File: src/rtl/encoder_pkg.sv
// Shared types, defaults and step-decode helpers for the quadrature encoder datapath.
package encoder_pkg;

    localparam int unsigned ENC_W          = 32;
    localparam int unsigned DEFAULT_BIAS   = 1048;
    localparam int unsigned DEFAULT_PERIOD = 50_000;

    typedef enum logic [1:0] {
        STEP_NONE,
        STEP_INC,
        STEP_DEC,
        STEP_ERR
    } enc_step_t;

    typedef logic signed [ENC_W-1:0] enc_count_t;

    // Classify a {A,B} transition; forward order is 00->10->11->01->00.
    function automatic enc_step_t decode_step(input logic [1:0] prev, input logic [1:0] cur);
        enc_step_t s;
        s = STEP_NONE;
        if (prev == cur) begin
            s = STEP_NONE;
        end else if ((prev ^ cur) == 2'b11) begin
            s = STEP_ERR;
        end else begin
            case (prev)
                2'b00:   s = (cur == 2'b10) ? STEP_INC : STEP_DEC;
                2'b10:   s = (cur == 2'b11) ? STEP_INC : STEP_DEC;
                2'b11:   s = (cur == 2'b01) ? STEP_INC : STEP_DEC;
                default: s = (cur == 2'b00) ? STEP_INC : STEP_DEC;
            endcase
        end
        return s;
    endfunction

    // Signed accumulator increment for a decoded step; illegal steps count 0.
    function automatic enc_count_t step_to_inc(input enc_step_t s);
        enc_count_t v;
        case (s)
            STEP_INC: v = enc_count_t'(1);
            STEP_DEC: v = enc_count_t'(-1);
            default:  v = '0;
        endcase
        return v;
    endfunction

endpackage

File: src/rtl/quad_decoder.sv
// One encoder channel: 2-FF synchronizer, previous-state register and 4x decode.
// Ports:
//   clk, reset   system clock, asynchronous active-high reset
//   a, b         raw encoder phases, asynchronous to clk
//   step_c       decoded step for this cycle (combinational from prev/current state)
module quad_decoder
    import encoder_pkg::*;
(
    input  logic      clk,
    input  logic      reset,
    input  logic      a,
    input  logic      b,
    output enc_step_t step_c
);

    logic [1:0] sync1;
    logic [1:0] sync2;
    logic [1:0] prev;

    // Synchronize {A,B} and keep the previous synchronized state for edge decode.
    always_ff @(posedge clk or posedge reset) begin
        if (reset) begin
            sync1 <= 2'b00;
            sync2 <= 2'b00;
            prev  <= 2'b00;
        end else begin
            sync1 <= {a, b};
            sync2 <= sync1;
            prev  <= sync2;
        end
    end

    assign step_c = decode_step(prev, sync2);

endmodule

File: src/rtl/encoder_sample_ctrl.sv
// Encoder sampling controller: per-channel decode, windowed edge accumulation,
// biased result bank and a two-requester round-robin read port.
// Ports:
//   clk, reset    system clock, asynchronous active-high reset
//   enable        window timer and accumulators run while high, cleared while low
//   enc_a, enc_b  raw encoder phases per channel
//   req, req_ch   read request and channel index per requester (CW bits each)
//   gnt           one-hot grant, combinational from req and the round-robin pointer
//   rd_valid      one-cycle pulse with rd_id / rd_data valid
//   sample_tick   one-cycle pulse after the result bank is updated
//   sample_seq    window counter, increments with sample_tick
//   err           sticky illegal-transition flag per channel
module encoder_sample_ctrl
    import encoder_pkg::*;
#(
    parameter  int unsigned N_ENC  = 2,
    parameter  int unsigned PERIOD = DEFAULT_PERIOD,
    parameter  int unsigned BIAS   = DEFAULT_BIAS,
    localparam int unsigned CW     = (N_ENC > 1) ? $clog2(N_ENC) : 1
) (
    input  logic              clk,
    input  logic              reset,
    input  logic              enable,
    input  logic [N_ENC-1:0]  enc_a,
    input  logic [N_ENC-1:0]  enc_b,
    input  logic [1:0]        req,
    input  logic [2*CW-1:0]   req_ch,
    output logic [1:0]        gnt,
    output logic              rd_valid,
    output logic              rd_id,
    output logic [ENC_W-1:0]  rd_data,
    output logic              sample_tick,
    output logic [15:0]       sample_seq,
    output logic [N_ENC-1:0]  err
);

    localparam int unsigned TW = $clog2(PERIOD);

    logic [TW-1:0]    timer;
    logic             window_end;
    enc_step_t        step [N_ENC];
    enc_count_t       inc [N_ENC];
    enc_count_t       acc [N_ENC];
    enc_count_t       result [N_ENC];
    logic             ptr;
    logic             grant_id;
    logic [CW-1:0]    grant_ch;
    logic [ENC_W-1:0] read_word;

    for (genvar g = 0; g < N_ENC; g++) begin : g_dec
        quad_decoder u_dec (
            .clk    (clk),
            .reset  (reset),
            .a      (enc_a[g]),
            .b      (enc_b[g]),
            .step_c (step[g])
        );
    end

    always_comb begin
        for (int i = 0; i < int'(N_ENC); i++) begin
            inc[i] = step_to_inc(step[i]);
        end
    end

    assign window_end = enable && (timer == TW'(PERIOD - 1));

    // Window timer; a low enable parks it at 0 so the next rise opens a full window.
    always_ff @(posedge clk or posedge reset) begin
        if (reset) begin
            timer <= '0;
        end else if (!enable || window_end) begin
            timer <= '0;
        end else begin
            timer <= timer + TW'(1);
        end
    end

    // Accumulate and snapshot; the step decoded in the closing cycle joins that window.
    always_ff @(posedge clk or posedge reset) begin
        if (reset) begin
            for (int i = 0; i < int'(N_ENC); i++) begin
                acc[i]    <= '0;
                result[i] <= ENC_W'(BIAS);
            end
        end else begin
            for (int i = 0; i < int'(N_ENC); i++) begin
                if (!enable || window_end) begin
                    acc[i] <= '0;
                end else begin
                    acc[i] <= acc[i] + inc[i];
                end
                if (window_end) begin
                    result[i] <= acc[i] + inc[i] + ENC_W'(BIAS);
                end
            end
        end
    end

    // Window sequencing and sticky error flags.
    always_ff @(posedge clk or posedge reset) begin
        if (reset) begin
            sample_tick <= 1'b0;
            sample_seq  <= '0;
            err         <= '0;
        end else begin
            sample_tick <= window_end;
            if (window_end) begin
                sample_seq <= sample_seq + 16'd1;
            end
            for (int i = 0; i < int'(N_ENC); i++) begin
                if (step[i] == STEP_ERR) begin
                    err[i] <= 1'b1;
                end
            end
        end
    end

    // Round-robin grant: contention goes to the pointer owner.
    always_comb begin
        gnt = req;
        if (req == 2'b11) begin
            gnt = ptr ? 2'b10 : 2'b01;
        end
    end

    always_ff @(posedge clk or posedge reset) begin
        if (reset) begin
            ptr <= 1'b0;
        end else if (req == 2'b11) begin
            ptr <= ~ptr;
        end
    end

    assign grant_id = gnt[1];
    assign grant_ch = grant_id ? req_ch[CW +: CW] : req_ch[0 +: CW];

    // Out-of-range channel indices read back as all ones.
    always_comb begin
        read_word = '1;
        for (int i = 0; i < int'(N_ENC); i++) begin
            if (grant_ch == CW'(i)) begin
                read_word = result[i];
            end
        end
    end

    always_ff @(posedge clk or posedge reset) begin
        if (reset) begin
            rd_valid <= 1'b0;
            rd_id    <= 1'b0;
            rd_data  <= '0;
        end else begin
            rd_valid <= |gnt;
            if (|gnt) begin
                rd_id   <= grant_id;
                rd_data <= read_word;
            end
        end
    end

endmodule

File: config.mk
export PLATFORM = sky130hd
export DESIGN_NAME = encoder_sample_ctrl
export DESIGN_NICKNAME = d
export VERILOG_FILES = /design/src/rtl/encoder_pkg.sv /design/src/rtl/quad_decoder.sv /design/src/rtl/encoder_sample_ctrl.sv
export SDC_FILE = /design/constraint.sdc
export NUM_CORES = 1
export LEC_CHECK = 0
export CAP_MARGIN = 40
export CORE_ASPECT_RATIO = 0.6
export CORE_MARGIN = 4
export CORE_UTILIZATION = 40
export DETAILED_ROUTE_END_ITERATION = 12
export SETUP_SLACK_MARGIN = 0.02
export SYNTH_ARGS = -nofsm -noshare
export SYNTH_HDL_FRONTEND = slang
export SYNTH_HIERARCHICAL = 1
export SYNTH_SLANG_ARGS = --single-unit
File: constraint.sdc
create_clock -name clk -period 8.6 [get_ports clk]
set_clock_uncertainty 0.2 [all_clocks]
set_input_delay 1.72 -clock clk [delete_from_list [all_inputs] [get_ports clk]]
set_output_delay 1.72 -clock clk [all_outputs]
set_load 0.005 [all_outputs]
# == Word-level counts from Yosys, hierarchy flattened ==
# Cells that the tools add are included.
# totals
in_bits,11
out_inout_bits,55
elab_cells,83
ff_bits,210
# classes
n_addsub,8
n_eq_ne,22
bitwise,3
n_reduce_logical,8
n_mux,23
# op_table
operator,count
$add A32 B32 Y32,4
$pmux W32 S2,2
$mux W32,3
$add A32 B11 Y32 const B,2
$add A16 B1 Y16 const B,2
$eq A2 B2 Y1 const B,15
$mux W2,14
$eq A16 B16 Y1 const B,1
$mux W16,1
$pmux W2 S3,2
$eq A2 B1 Y1 const B,4
$logic_not A2 Y1,4
$eq A2 B2 Y1,2
$xor A2 B2 Y2,2
$reduce_or A2 Y1,1
$logic_and A1 B1 Y1,1
$logic_not A1 Y1,1
$logic_or A1 B1 Y1,1
$mux W1,1
$not A1 Y1,1

# == Depth between registers and ports, before layout ==
# depth
word_depth,9
ltp_mapped,24
mapped_depth_nobuf,20

# == Modules after synthesis ==
# The synthesis kept the hierarchy.
# modules_own_cells
mod,area_per_inst_um2,seq_area_each_um2,cells_each,n_inst
encoder_sample_ctrl,14915.6,4962.3,1747,1
quad_decoder,209.0,150.1,16,2

# == Least setup slack after synthesis ==
# OpenSTA, ideal clock, no wires.
# synth_path
kind,register to register
startpoint,reg g_dec[1].u_dec.sync2[1]
endpoint,reg result[19] in the netlist's numbering
n_path_buf,5
required_ns,8.317
slack_ns,3.885
path_stages_with_launch,24
synth_period_minus_slack_ns,4.715
arrival_time_ns,4.432
setup_time_ns,0.083
cell_sequence,dfrtp_1 > o211ai_1 > o21ai_0 > inv_1 > ha_1 > buf_6 > buf_2 > buf_2 > buf_2 > buf_2 > xor2_1 > ha_1 > inv_1 > fa_1 > inv_1 > a21oi_1 > o21bai_1 > o211a_1 > o2111ai_1 > a31o_2 > o21ai_0 > a311oi_1 > xor2_1 > o21ai_0
# synth_rtl
element,line_no,source
from (decl),quad_decoder.sv:17,logic [1:0] sync2;
from (signal assigned),quad_decoder.sv:28,sync2 <= sync1;
"to (signal, indexed assignment)",encoder_sample_ctrl.sv:84,result[i] <= ENC_W'(BIAS);
"to (signal, indexed assignment)",encoder_sample_ctrl.sv:94,result[i] <= acc[i] + inc[i] + ENC_W'(BIAS);
to (decl),encoder_sample_ctrl.sv:44,enc_count_t result [N_ENC];

==> flow_summary_export.csv <==
group,metric,value,unit
status,outcome,"finished, final reports clean",
clock_network,cts_tree,"done",
worst_hold_path,holdCritStartpoint,"g_dec[1].u_dec/sync1[1]",
critical_path,crit_path_start_kind,"flip-flop",
synthesis,synth_compound_area_share,18.3,%
synthesis,synth_edf_count,0,
routing,route.detailed.drc,0,
synthesis,synth_top_area_share,33.3,%
synthesis,yosysSeqAreaShare,34.3,%
critical_path,path_max_fanout,50,
clock_network,h-tree-depth,1,
sta,max_freq,171,MHz
floorplanning,dieArea,41600,um2
sta,hold_viol,0,
critical_path,cp_data_required_time,8.78,ns
final_layout,diodes,0,
final_layout,area_growth,12.0,%
floorplanning,die_width,261,um
synthesis,synth.distinct_cells,89,
synthesis,synth_top_area_cell,"dfrtp_1",
routing,ant_nets,0,
sta,fin_crit_sh,68.2,%
synthesis,synthMuxAreaShare,2.83,%
critical_path,worstRegToRegCells,18,
synthesis,synth_top_family_by_area,"compound AO/OA/AOI/OAI gates",
clock_network,clkLatencyLatePin,0.52,ns
clock_network,cts_sinks,210,
floorplanning,core,37800,um2
routing,drt_pass1_iterations,5,
global_route,grt_pass1_vias,12100,
final_layout,fin_nets,1948,
critical_path,r2r_slack,2.74,ns
clock_network,clk_pin_slew,0.06,ns
routing,via_count,12700,
routing,drtIter0Drc,955,
worst_hold_path,holdPathStages,0,
clock_network,cts_buffers,23,
final_layout,layout_common_cells,"dfrtp_1, nand2_1, nor2_1",
global_route,antenna_found_initial,0,
routing,wl,38.2,mm
clock_network,ctsResizeCount,0,
global_route,grt_max_degree,89,
placement,io_buffer_count,65,
sta,setup_tns,0,ns
placement,gp_congestion,0.887,
synthesis,synth_seq_cells,210,
critical_path,slowest_delay,0.95,ns
synthesis,synth-simple-area-share,17.8,%
sta,rsz0062_at_grt,"no",
pwr,powerDensity,207,nW/um2
pwr,total_power,3.56,mW
synthesis,synth_fa_ha_area_share,10.7,%
critical_path,cpMostUsedCell,"inv_1",
synthesis,synth_xor_area_share,11.6,%
critical_path,crit_buf_inv,5,
floorplanning,io_pins,66,
clock_network,cts_buffer_depth,3,
sta,min_period,5.86,ns
critical_path,path_cells,"o211ai_1 > o21ai_0 > inv_1 > ha_2 > buf_4 > inv_1 > ha_1 > inv_1 > ha_1 > inv_1 > o211ai_1 > a41oi_1 > o41ai_1 > nand2_1 > o221ai_2 > a221oi_1 > xnor2_1 > o21ai_0",
final_layout,final_common_cell,"dfrtp_1",
sta,setup_violations,0,
critical_path,worstSetupEndpointType,"flip-flop",
sta,tightest_slew,0.973,ns
final_layout,drive_above_1_share,5.67,%
synthesis,synth_area_leaders,"dfrtp_1, ha_1, xnor2_1",
pwr,vdd_drop_max,0.000127,V
pwr,power.leakage,7.80,nW
critical_path,cp_slowest_cell,"o41ai_1",
worst_hold_path,hp-class,"reg2reg",
floorplanning,row_count,55,
synthesis,ys.flop_type,"dfrtp_1",
synthesis,syn_inst,1779,
synthesis,synth_nets,1910,
floorplanning,die_h,160,um
global_route,grt_remaining_overflow,0,
sta,relSlewSlack,34.3,%
routing,wire_per_inst,16.3,um
critical_path,cp_top_family,"compound AO/OA/AOI/OAI gates",
critical_path,arrival,6.04,ns
critical_path,rr_startpoint,"g_dec[1].u_dec/sync2[1]",
synthesis,synthesis.area,15300,um2
clock_network,cts_setup_buffers,0,
global_route,grt_pass1_wl,63.6,mm
flow_run,maxCapViolCount,0,
worst_hold_path,hold_end,"g_dec[1].u_dec/sync2[1]",
synthesis,async_flop_share,100,%
routing,via_per_inst,5.43,
sta,slew_violations,0,
synthesis,post_synth.cell_area_avg,8.62,um2
clock_network,ctsHoldBuffers,0,
clock_network,clockRootBuffer,"clkbuf_16",
critical_path,r2r_end,"result[30]",
placement,dpl.hpwl,28.4,mm
synthesis,synth_warnings,6,
floorplanning,floorplan.initialDensity,40.6,%
critical_path,path_class,"reg2reg",
global_route,track_usage,18.2,%
## state kept, by name, summed over array words and instances (netlist names)
signal,cells
acc,64
err,2
g_dec.u_dec/prev,4
g_dec.u_dec/sync1,4
g_dec.u_dec/sync2,4
ptr,1
rd_data,32
rd_id,1
rd_valid,1
result,64
sample_seq,16
sample_tick,1
timer,16
## area by class of cell
type | count | area [um2]
Fill cell | 3706 | 20600
Multi-Input combinational cell | 1396 | 9410
Sequential cell | 210 | 5260
Timing Repair Buffer | 80 | 776
Tap cell | 513 | 642
Clock buffer | 33 | 623
Inverter | 106 | 405
Clock inverter | 8 | 50.0
## per-stage QoR
step	area (um2)	util [%]	hold slack, ns	setup WS (ns)	std cells
final	17200	45.4	0.148	2.74	2346
after global routing	17200	45.4	0.164	2.41	2346
after CTS	17200	45.4	0.150	2.90	2346
after detailed placement	16500	43.7	0.136	2.96	2305
after global placement	16500	43.6	0.133	3.07	2304
after floorplan	15300	-	0.131	1.29	1779
## worst register-to-register path, delay by kind of cell, from the launching register on
kind | cells | cell delay, ns
xor gates and xnor gates | 1 | 0.14
and+or+nand+nor | 1 | 0.31
DFF | 1 | 0.45
AOI/OAI and AO/OA | 8 | 2.27
buffers and inverters | 5 | 1.38
adders and majority gates | 3 | 0.97
## cell families (layout without fill, tap and decap cells)
logic type	Yosys count	after routing
AOI/OAI and AO/OA	441	441
buffers and inverters	173	227
DFF	210	210
adders and majority gates	121	121
muxes	42	42
and+or+nand+nor	593	593
xor gates and xnor gates	199	199
## worst max-delay path by stage
| stage | start | end | slack, ns | depth (start not counted) |
|---|---|---|---|---|
| 4_1_cts | g_dec[1].u_dec/sync2[1] | result[30] | 2.90 | 18 |
| 3_5_place_dp | g_dec[1].u_dec/sync2[1] | result[30] | 2.96 | 18 |
| 5_1_grt | g_dec[1].u_dec/sync2[1] | result[30] | 2.41 | 19 |
| 6_report | g_dec[1].u_dec/sync2[1] | result[30] | 2.74 | 18 |
| 2_1_floorplan | reset | acc[0] | 1.29 | 1 |
| 3_3_place_gp | g_dec[1].u_dec/sync2[1] | result[30] | 3.07 | 18 |
## report_power, final
group / internal, mW / switching [mW] / total (mW) / leakage [nW]
logic: 0.585 / 0.843 / 1.43 / 4.70
registers: 1.08 / 0.129 / 1.21 / 2.78
clock network: 0.505 / 0.418 / 0.923 / 0.317
## cells in the mapped netlist (7+ instances only)
| cell | n |
|---|---|
| o31ai_1 | 9 |
| a21o_1 | 28 |
| xnor2_1 | 116 |
| ha_1 | 103 |
| a41oi_1 | 7 |
| dfrtp_1 | 204 |
| or3_1 | 13 |
| nand4_1 | 18 |
| xor2_1 | 80 |
| inv_1 | 105 |
| nand3b_1 | 8 |
| buf_2 | 14 |
| o21bai_1 | 11 |
| a21oi_1 | 126 |
| or2_2 | 14 |
| mux2i_1 | 40 |
| nor3_1 | 19 |
| and2_1 | 13 |
| nor2_1 | 187 |
| nand3_1 | 45 |
| a21boi_0 | 7 |
| nor2b_1 | 16 |
| nand2_1 | 200 |
| a31oi_1 | 20 |
| o21a_1 | 8 |
| clkbuf_1 | 43 |
| o21ai_1 | 9 |
| fa_1 | 17 |
| o22ai_1 | 9 |
| o211ai_1 | 16 |
| and3_1 | 22 |
| nand2b_1 | 13 |
| o21ai_0 | 127 |
## metal layers
metal | track usage (%) | share of wire [%] | up-vias | routed length (um)
li1 | - | - | 6238 | -
met2 | 26.7 | 42 | 295 | 15900
met1 | 28.4 | 51 | 6156 | 19600
met4 | 3.31 | 1.7 | 0 | 649
met3 | 2.60 | 5.4 | 39 | 2060
met5 | 0 | 0 | - | 0
Note: power is estimated with default switching activity, not from simulation.
